`config.mk`:
```
export PLATFORM = sky130hd
export DESIGN_NAME = demux_1x2_stream
export DESIGN_NICKNAME = d
export VERILOG_FILES = /design/src/rtl/demux_1x2_stream.sv
export SDC_FILE = /design/constraint.sdc
export NUM_CORES = 1
export LEC_CHECK = 0
export ABC_AREA = 1
export ABC_CLOCK_PERIOD_IN_PS = 1550
export BUFFER_PORTS_ARGS = -buffer_cell sky130_fd_sc_hd__buf_2
export CORE_MARGIN = 8
export CORE_UTILIZATION = 54
export CTS_BUF_LIST = sky130_fd_sc_hd__clkbuf_2
export CTS_CLUSTER_SIZE = 40
export DETAILED_ROUTE_END_ITERATION = 8
export PLACE_DENSITY = 0.8
export SYNTH_ARGS = -nofsm -noshare
export SYNTH_HDL_FRONTEND = slang
export SYNTH_SLANG_ARGS = --single-unit
```
`constraint.sdc`:
```
create_clock -name clk -period 1.55 [get_ports clk]
set_input_delay 0.31 -clock clk [delete_from_list [all_inputs] [get_ports clk]]
set_output_delay 0.31 -clock clk [all_outputs]
set_load 0.01 [all_outputs]
```
`src/rtl/demux_1x2_stream.sv`:
```
// demux_1x2_stream: routes one ready/valid input stream into two independent output FIFOs.
//
// Ports:
//   clk, rst_n                  single clock, asynchronous active-low reset
//   sel                         destination of the current input word (0 -> ch0, 1 -> ch1)
//   in_valid, in_data, in_ready input handshake; in_ready reflects only the selected FIFO
//   outK_valid, outK_data       head of channel K FIFO (registered storage)
//   outK_ready                  downstream consumes the channel K head word
//   count0, count1              occupancy of each channel FIFO
module demux_1x2_stream #(
  parameter int unsigned WIDTH = 4,
  parameter int unsigned DEPTH = 2
) (
  input  logic                         clk,
  input  logic                         rst_n,
  input  logic                         sel,
  input  logic                         in_valid,
  input  logic [WIDTH-1:0]             in_data,
  output logic                         in_ready,
  output logic                         out0_valid,
  output logic [WIDTH-1:0]             out0_data,
  input  logic                         out0_ready,
  output logic                         out1_valid,
  output logic [WIDTH-1:0]             out1_data,
  input  logic                         out1_ready,
  output logic [$clog2(DEPTH+1)-1:0]   count0,
  output logic [$clog2(DEPTH+1)-1:0]   count1
);

  localparam int unsigned PW = $clog2(DEPTH);
  localparam int unsigned CW = $clog2(DEPTH+1);

  logic [1:0]       full;
  logic [1:0]       valid_v;
  logic [1:0]       ready_v;
  logic [1:0]       push;
  logic [1:0]       pop;
  logic [WIDTH-1:0] head [2];
  logic [CW-1:0]    cnt  [2];

  assign ready_v = {out1_ready, out0_ready};

  // No bypass: a full FIFO stays not-ready even if it pops this cycle.
  assign in_ready = ~full[sel];

  for (genvar k = 0; k < 2; k++) begin : g_ch
    logic [PW-1:0]    wptr_q, wptr_d;
    logic [PW-1:0]    rptr_q, rptr_d;
    logic [CW-1:0]    cnt_q, cnt_d;
    logic [WIDTH-1:0] mem_q [DEPTH];

    assign full[k]    = (cnt_q == CW'(DEPTH));
    assign valid_v[k] = (cnt_q != '0);
    assign push[k]    = in_valid & in_ready & (sel == 1'(k));
    assign pop[k]     = valid_v[k] & ready_v[k];

    // DEPTH is a power of two, so pointer increments wrap naturally.
    always_comb begin
      wptr_d = wptr_q;
      rptr_d = rptr_q;
      cnt_d  = cnt_q;
      if (push[k]) wptr_d = wptr_q + 1'b1;
      if (pop[k])  rptr_d = rptr_q + 1'b1;
      case ({push[k], pop[k]})
        2'b10:   cnt_d = cnt_q + 1'b1;
        2'b01:   cnt_d = cnt_q - 1'b1;
        default: cnt_d = cnt_q;
      endcase
    end

    always_ff @(posedge clk or negedge rst_n) begin
      if (!rst_n) begin
        wptr_q <= '0;
        rptr_q <= '0;
        cnt_q  <= '0;
      end else begin
        wptr_q <= wptr_d;
        rptr_q <= rptr_d;
        cnt_q  <= cnt_d;
      end
    end

    // Storage is not reset; stale entries are unreachable once pointers clear.
    always_ff @(posedge clk) begin
      if (push[k]) mem_q[wptr_q] <= in_data;
    end

    assign head[k] = mem_q[rptr_q];
    assign cnt[k]  = cnt_q;
  end

  assign out0_valid = valid_v[0];
  assign out1_valid = valid_v[1];
  assign out0_data  = head[0];
  assign out1_data  = head[1];
  assign count0     = cnt[0];
  assign count1     = cnt[1];

endmodule
```
==> run metrics, run 1 <==
Most used DFF post-synth edfxtp_1; share of total power in the clock network 0.100; Sequential cell area 681.9 sq um; Yosys Warn Count 0; CP delay by family, top flip-flops; final worst path period need 1.516 ns; most common cell in the synthesized netlist nand2_1; IO buf count 24; crit path capture type output port; Clock Tree Root clkbuf_2; clock sinks 24; initial antenna violation count 0; Worst-path clk slew 0.21 ns; share of layout cells above drive strength 1 0.3643; Area Overhead vs Synth 24.24%; CP arrival 1.21 ns; largest net degree at the start of global routing 14; sequential area share after synthesis 0.6400; GRT overflow 0; Worst Hold Class in2reg; htree depth 1; max-cap violation count 0; Post-Syn Nets 118; sw power 960.6 uW; DR WL/cell around 13 um; Hold Violations, Final 0; WHS 0.1750 ns; Routed WL between 2000 and 2500 um; DR iter-0 viols 32; gpl congestion 0.7364; Power, Total approximately 2300 uW; sw frac 0.4092; Leak 0.0006695 uW; final setup fails 0; Final Core Density 0.6947; Cell Area, Placed 0.001217 sq mm; Vert. Die Dim 60.38 um; Yosys cell types 13; CP max-delay cell dfrtp_1; Async S/R FF share, synth 0.3333; Final HPWL DP 1676 um; largest area contributor in the netlist edfxtp_1; Clock Latency Late Sink 0.33 ns; sequential power share 0.417; die area 0.003646 sq mm; first-pass iteration count of the detailed router 4; crit-path cells inv_2 -> nand2_4 -> nand2_2 -> nand2_1 -> buf_2; largest cells by area after synthesis edfxtp_1, dfrtp_1, nand2_1; GRT Resource Usage Total 0.1248; Syn Inst Count between 100 and 150; via count 807; FMAX 659.7 MHz; Crit path required time 1.24 ns; Final period util 0.9780; commonest cells in the netlist nand2_1, edfxtp_1, inv_1; Final ANT Viol Nets 0; TritonCTS clock tree built; Int Power between 1000 and 1500 uW; Max FO, Critical Path 4; Residual DRC 0; Via density 4.832; Setup CP Type reg2out; skew final 0.008983 ns; Avg Cell Area, Syn approximately 10 sq um; # rows 16; fin worst setup slack about 0.034 ns; vias in the first global route 803; pwr/cell area 1777 mW/mm^2; WP buf/inv 2; DP Worst Slack ~0.12 ns; top-area cell type share of the netlist area 0.4518; die width 60.38 um; Starting Density 0.5592; Ant. Diodes 0; Final Max Tran Viols 0; Comb power frac 0.483; fin nets 153; highest cell delay on the worst timing path about 0.47 ns; Worst-Margin Slew 0.3630 ns; EDFF count, synth 16; clock tree buffer depth 2; Final Cell Area 0.001321 sq mm; Num CTS Buffers 3; first-pass GRT wire length 3415 um; combined area of the multi-input logic cells 344.1 sq um; Fillers approximately 170; Rel. slew slack 0.7571; RSZ-0062 raised after global routing yes; Seq cells post-synth 24; Syn Std Cell Area 0.001064 sq mm; critical path launch point type flop; Core Footprint 0.001902 sq mm; # IOs 25; peak supply drop 1.105 mV; outcome completed
==> per-stage QoR <==
stage / instances / TNS (ns)
2_1_floorplan: 106 / 0
3_3_place_gp: 157 / 0
3_5_place_dp: 157 / 0
4_1_cts: 163 / 0
5_1_grt: 167 / -0.09438
6_report: 167 / 0
==> cells in the final DEF (no fill, tap or decap), types with 3 or more instances in the layout <==
master | synthesis | layout
clkbuf_2 | 0 | 3
inv_2 | 4 | 6
edfxtp_1 | 16 | 16
buf_6 | 0 | 3
nand4_1 | 4 | 4
inv_1 | 13 | 11
buf_2 | 0 | 24
dfrtp_1 | 8 | 7
nand2_2 | 2 | 6
nand2_1 | 45 | 41
nand3_1 | 4 | 4
==> path summary, 6_finish.rpt <==
| kind | start | end | slack [ns] | cells after the start |
|---|---|---|---|---|
| max in group asynchronous | rst_n | g_ch[0].rptr_q | 1.05 | 2 |
| min in group asynchronous | rst_n | count1[1] | 0.30 | 2 |
| worst min-delay path | in_data[3] | g_ch[1].mem_q[1][3] | 0.18 | 1 |
| worst max-delay path | count1[0] | in_ready | 0.03 | 5 |
| worst min register to register | g_ch[1].wptr_q | g_ch[1].wptr_q | 0.50 | 2 |
| worst max register to register | count0[1] | count0[1] | 0.11 | 9 |
==> flip-flops by register name, indices dropped and copies added (netlist names) <==
signal       flops
g_ch.mem_q      16
count0           2
count1           2
g_ch.rptr_q      2
g_ch.wptr_q      2
==> area by class of cell <==
cell class / count / share of cell area
clock inverter: 1 / 0.002841
multi-input combinational: 65 / 0.2604
inverter: 17 / 0.04830
timing repair buffer: 30 / 0.1354
sequential: 24 / 0.5161
tap: 27 / 0.02557
clock buffer: 3 / 0.01136
==> routing by layer <==
layer | up-vias | track usage | part of all wire
met1 | 366 | 0.1447 | 0.41
li1 | 408 | - | -
met3 | 5 | 0.03178 | 0.062
met5 | - | 0 | 0
met4 | 0 | 0.03061 | 0.014
met2 | 28 | 0.2226 | 0.51
==> kinds of logic after synthesis <==
kind of cell | share of synthesized area
XOR/XNOR | 0.01647
adder cells (fa/ha/maj) | 0.02353
buffers and inverters | 0.06000
flip-flops | 0.6400
AND/OR/NAND/NOR | 0.2600
==> power by group through the flow <==
stage                     sequential (uW)  clock, uW  combinational, uW
after floorplan                      1010          0                598
after global placement               1000          0                899
after detailed placement             1010          0                947
after CTS                             981        231                988
after global routing                  998        269               1270
final                                 980        234               1130
==> what timing repair did <==
action                     in CTS  in global routing
gates resized for setup         0                 12
setup endpoints to repair       4                 10
hold buffers                    1                  0
cloned                          0                  0
hold endpoints to repair        8                  0
setup buffers                   1                  4
pin swaps                       0                  1
No activity file was read; power rests on OpenSTA's default activity.
==> run 2: changes to the inputs <==
==> constraint.sdc (replaced) <==
create_clock -name clk -period 1.55 [get_ports clk]
set_input_delay 0.0775 -clock clk [delete_from_list [all_inputs] [get_ports clk]]
set_output_delay 0.0775 -clock clk [all_outputs]
set_load 0.01 [all_outputs]
==> run metrics, run 2 (synthesized netlist as in run 1, its figures left out) <==
Worst-path clk slew 0.21 ns (about the same); sw frac 0.4177 (+0.008484); Residual DRC 0 (unchanged); Setup CP Type reg2reg; outcome completed; Clock Latency Late Sink 0.32 ns (about the same); crit-path cells inv_2 -> nand2_2 -> nand2_1 -> inv_1 -> ha_1 -> inv_1 -> nand3_1 -> nand2_1 -> nand2_1; met1 usage 0.1499 (+0.005168); commonest non-fill, non-tap cells in the layout nand2_1, buf_2, edfxtp_1; max-cap violation count 0 (unchanged); initial antenna violation count 0 (unchanged); Num CTS Buffers 3 (unchanged); Worst-Margin Slew 0.3689 ns (+0.005992 ns); share of layout cells above drive strength 1 0.2695 (-0.09478); die width 60.38 um (unchanged); Area Overhead vs Synth 22.82%; Starting Density 0.5592 (unchanged); final setup fails 0 (unchanged); die area 0.003646 sq mm (unchanged); via count 801 (-0.74%); highest cell delay on the worst timing path 0.47 ns (about the same); met3 Usage GRT 0.02754 (-0.004237); Leak 0.0006670 uW (-0.38%); # rows 16 (unchanged); Final HPWL DP 1676 um (unchanged); Final Cell Area 0.001306 sq mm (-1.1%); Final period util 0.9463 (-0.03168); Worst Hold Class in2reg; Final ANT Viol Nets 0 (unchanged); skew final 0.006528 ns (-0.002454 ns); crit path capture type flop; Hold Violations, Final 0 (unchanged); Routed WL 2135 um (about the same); DR iter-0 viols 19 (-41%); htree depth 1 (unchanged); GRT met2 Usage 0.2271 (+0.004573); Most flops, register g_ch.mem_q; Int Power 1274 uW (-8.2%); Final Max Tran Viols 0 (unchanged); vias in the first global route 826 (+2.9%); fin nets 154 (+0.65%); peak supply drop 1.209 mV (+9.4%); pwr/cell area 1674 mW/mm^2 (-5.8%); Comb power frac 0.441 (-0.042); CP dominant cell by count nand2_1; Cell Area, Placed 0.001217 sq mm (unchanged); critical path launch point type flop; TritonCTS clock tree built; clock sinks 24 (unchanged); CP arrival 1.71 ns (+0.50 ns); Crit path required time 1.79 ns (+0.55 ns); GRT Resource Usage Total 0.1270 (+0.002212); clock tree buffer depth 2 (unchanged); RSZ-0062 raised after global routing no; sw power 913.5 uW (-4.9%); Vert. Die Dim 60.38 um (unchanged); Clock Tree Root clkbuf_2; # IOs 25 (unchanged); TNS Setup 0 ns (unchanged); gpl congestion 0.7364 (unchanged); Max FO, Critical Path 4 (unchanged); global route hottest layer met2; most common cell after layout, fill and taps aside nand2_1; Largest register FFs 16 (unchanged); DR WL/cell 12.71 um (-0.69%); Via density 4.768 (-1.3%); Ant. Diodes 0 (unchanged); IO buf count 24 (unchanged); sequential power share 0.455 (+0.038); CP max-delay cell dfrtp_1; Core Footprint 0.001902 sq mm (unchanged); share of total power in the clock network 0.104 (+0.004); Rel. slew slack 0.7531 (-0.004009); first-pass iteration count of the detailed router 4 (unchanged); # Post-CTS Setup Buffers 0 (-1); FMAX 681.8 MHz (+3.3%); largest net degree at the start of global routing 14 (unchanged); final worst path period need 1.467 ns (-0.04910 ns); first-pass GRT wire length 3491 um (+2.2%); GRT overflow 0 (unchanged)
==> run 2: path summary, 6_finish.rpt <==
path | end | slack, ns | startpoint | depth (start not counted)
setup / recovery | count0[1] | 0.08 | count0[0] | 9
hold / removal | g_ch[1].wptr_q | 0.05 | sel | 3
hold reg to reg | g_ch[1].wptr_q | 0.50 | g_ch[1].wptr_q | 2
min in group asynchronous | count1[1] | 0.08 | rst_n | 2
setup reg to reg | count0[1] | 0.08 | count0[0] | 9
max in group asynchronous | g_ch[0].rptr_q | 1.29 | rst_n | 2
==> run 2: routing by layer <==
layer	vias up	share of wire
li1	412	-
met1	364	0.43
met2	22	0.51
met3	3	0.051
met4	0	0.0089
met5	-	0
==> run 2: per-stage QoR <==
stage / cells / hold WS [ns] / util / worst slack [ns] / power (uW)
after detailed placement: 157 / -0.06629 / 0.6401 / 0.1183 / 1956
after floorplan: 106 / -0.2181 / - / 0.1619 / 1609
after global routing: 168 / 0.03538 / 0.6868 / 0.02171 / 2369
final: 168 / 0.04623 / 0.6868 / 0.08319 / 2187
after CTS: 168 / 0.04259 / 0.6868 / 0.09528 / 2191
after global placement: 157 / -0.06598 / 0.6401 / 0.2032 / 1898
==> run 2: power by group through the flow <==
stage          Clock [uW]  Combinational (uW)  Sequential [uW]
6_report              228                 964              995
3_5_place_dp            0                 947             1010
5_1_grt               269                1080             1020
2_1_floorplan           0                 598             1010
4_1_cts               231                 964              995
3_3_place_gp            0                 899             1000
==> run 2: area by class of cell <==
type	instances	area, sq um
sequential	24	680.7
fill	161	595.6
multi-input combinational	65	319.1
timing repair buffer	31	190.2
inverter	17	63.81
tap	27	33.78
clock buffer	3	15.01
clock inverter	1	3.754
==> run 2: worst max-delay path: cells and delay by family (launching register included) <==
| family | cells | cell delay [ns] |
|---|---|---|
| flops | 1 | 0.47 |
| simple gates | 5 | 0.35 |
| fa+ha+maj | 1 | 0.31 |
| buf+inv | 3 | 0.25 |
==> run 2: what timing repair did <==
action	4_1_cts	5_1_grt
endpoints found under the setup margin	0	1
gates resized for setup	0	1
hold endpoints to repair	26	0
hold buffers	7	0
==> run 3: changes to the inputs <==
- CORE_ASPECT_RATIO: not set -> 0.7
==> run metrics, run 3 (synthesized netlist as in run 1, its figures left out) <==
Final HPWL DP 1677 um (about the same); Reg-to-Reg End count0[1]; worst reg2reg path depth 9 (unchanged); Worst-Margin Slew 0.3831 ns (+0.01412 ns); CP arrival 1.66 ns (-0.05 ns); DP Worst Slack 0.1328 ns (+0.01453 ns); Clock Tree Root clkbuf_2; gpl congestion 0.7624 (+3.5%); Clock Latency Late Sink 0.34 ns (+0.02 ns); fin nets 155 (+0.65%); sw power 927.2 uW (+1.5%); via count 802 (+0.12%); CP max-delay cell dfrtp_1; Final ANT Viol Nets 0 (unchanged); final worst path period need 1.389 ns (-0.07803 ns); Hold Crit Endpoint g_ch[0].wptr_q; most common cell after layout, fill and taps aside nand2_1; DR iter-0 viols 21 (+2); largest net degree at the start of global routing 15 (+1); first-pass GRT wire length 3512 um (+0.60%); Rel. slew slack 0.7437 (-0.009448); critical path launch point type flop; Final Non-Filler Cells 164 (-2.4%); IO buf count 24 (unchanged); htree depth 1 (unchanged); Int Power 1474 uW (+16%); share of layout cells above drive strength 1 0.2887 (+0.01923); Most flops, register g_ch.mem_q; sequential power share 0.414 (-0.041); die area 0.003668 sq mm (+0.61%); Via density 4.890 (+2.6%); Hold Violations, Final 0 (unchanged); final setup fails 0 (unchanged); Leak 0.0006850 uW (+2.7%); WP buf/inv 3 (unchanged); clock sinks 24 (unchanged); WHS Path Cells 3 (unchanged); vias in the first global route 793 (-4.0%); die width 69.04 um (+14%); skew final 0.01355 ns (+0.007017 ns); Final period util 0.8960 (-0.05034); flop2flop setup slack 0.16 ns (+0.08 ns); WHS 0.04336 ns (-0.002871 ns); TNS Setup 0 ns (unchanged); max-cap violation count 0 (unchanged); hold path start in_valid; commonest non-fill, non-tap cells in the layout nand2_1, buf_2, edfxtp_1; Area Overhead vs Synth 26.71%; Final Core Density 0.7267 (+0.03988); Setup CP Type reg2reg; Residual DRC 0 (unchanged); Vert. Die Dim 53.13 um (-12%); RSZ-0062 raised after global routing no; # rows 13 (-3); outcome completed; Critical R2R Launch count0[1]; Starting Density 0.5735 (+0.01434); Worst-path clk slew 0.22 ns (about the same); Largest register FFs 16 (unchanged); Max FO, Critical Path 4 (unchanged); Fillers 136 (-16%); Routed WL 2241 um (+5.0%); first-pass iteration count of the detailed router 4 (unchanged); # IOs 25 (unchanged); Crit path required time 1.82 ns (+0.03 ns); FMAX 720.1 MHz (+5.6%); cell count after placement 152 (-3.2%); GRT Resource Usage Total 0.1193 (-0.007691); Core Footprint 0.001854 sq mm (-2.5%); sw frac 0.3862 (-0.03151); CP dominant cell by count nand2_1; share of total power in the clock network 0.169 (+0.065); Final Max Tran Viols 0 (unchanged); highest cell delay on the worst timing path 0.50 ns (+0.03 ns); crit-path cells inv_2 -> nand2_2 -> nand2_1 -> inv_1 -> ha_1 -> inv_1 -> nand3_1 -> nand2_1 -> nand2_1; crit path capture type flop; fin worst setup slack 0.1612 ns (+0.07803 ns); GRT overflow 0 (unchanged); DR WL/cell 13.66 um (+7.5%); pwr/cell area 1782 mW/mm^2 (+6.4%); CP delay by family, top flip-flops; Num CTS Buffers 3 (unchanged); Comb power frac 0.417 (-0.024); peak supply drop 1.278 mV (+5.8%); initial antenna violation count 0 (unchanged); TritonCTS clock tree built; Worst Hold Class in2reg; Ant. Diodes 0 (unchanged); clock tree buffer depth 2 (unchanged)
-- run 3: layer usage --
metal / up-vias / global-route usage / share of wire
met5: - / 0 / 0
met4: 0 / 0.03729 / 0.0094
met3: 2 / 0.05410 / 0.079
met2: 31 / 0.2214 / 0.50
met1: 358 / 0.1203 / 0.41
li1: 411 / - / -
-- run 3: final cells by class --
| type | instances | area, sq um | area share |
|---|---|---|---|
| inverter | 17 | 63.81 | 0.04735 |
| multi-input combinational | 65 | 331.6 | 0.2461 |
| tap | 22 | 27.53 | 0.02043 |
| timing repair buffer | 32 | 197.7 | 0.1467 |
| clock inverter | 1 | 30.03 | 0.02228 |
| clock buffer | 3 | 15.01 | 0.01114 |
| sequential | 24 | 681.9 | 0.5060 |
-- run 3: power groups by stage --
stage / Combinational [uW] / Clock (uW) / Sequential (uW)
finish: 1000 / 406 / 995
global route: 1130 / 437 / 1020
CTS: 961 / 414 / 997
detailed placement: 947 / 0 / 1010
global placement: 902 / 0 / 1000
floorplan: 598 / 0 / 1010
-- run 3: metrics by stage --
| step | area (sq um) | power (uW) |
|---|---|---|
| final | 1348 | 2401 |
| after detailed placement | 1211 | 1958 |
| after global routing | 1348 | 2584 |
| after floorplan | 1064 | 1609 |
| after CTS | 1326 | 2372 |
| after global placement | 1211 | 1903 |
-- run 3: what timing repair did --
item	CTS	global route
gates resized for setup	0	2
endpoints found under the hold margin	26	0
hold buffers	7	0
setup endpoints to repair	0	1
setup buffers	0	1
-- run 3: worst reg2reg max path: cells and delay by family, from the launching register on --
kind / cells / cell delay (ns)
adder cells (fa/ha/maj): 1 / 0.31
buffers and inverters: 3 / 0.22
flip-flops: 1 / 0.50
AND/OR/NAND/NOR: 5 / 0.30
-- run 3: worst max-delay path by stage --
stage	slack [ns]	endpoint	start	cells past startpoint
after global placement	0.19	count1[1]	count1[0]	9
after floorplan	0.16	count0[1]	count0[0]	9
after global routing	0.04	count1[1]	count1[1]	9
after CTS	0.10	count1[1]	count1[0]	9
after detailed placement	0.13	count1[1]	count1[0]	9
final	0.16	count0[1]	count0[1]	9
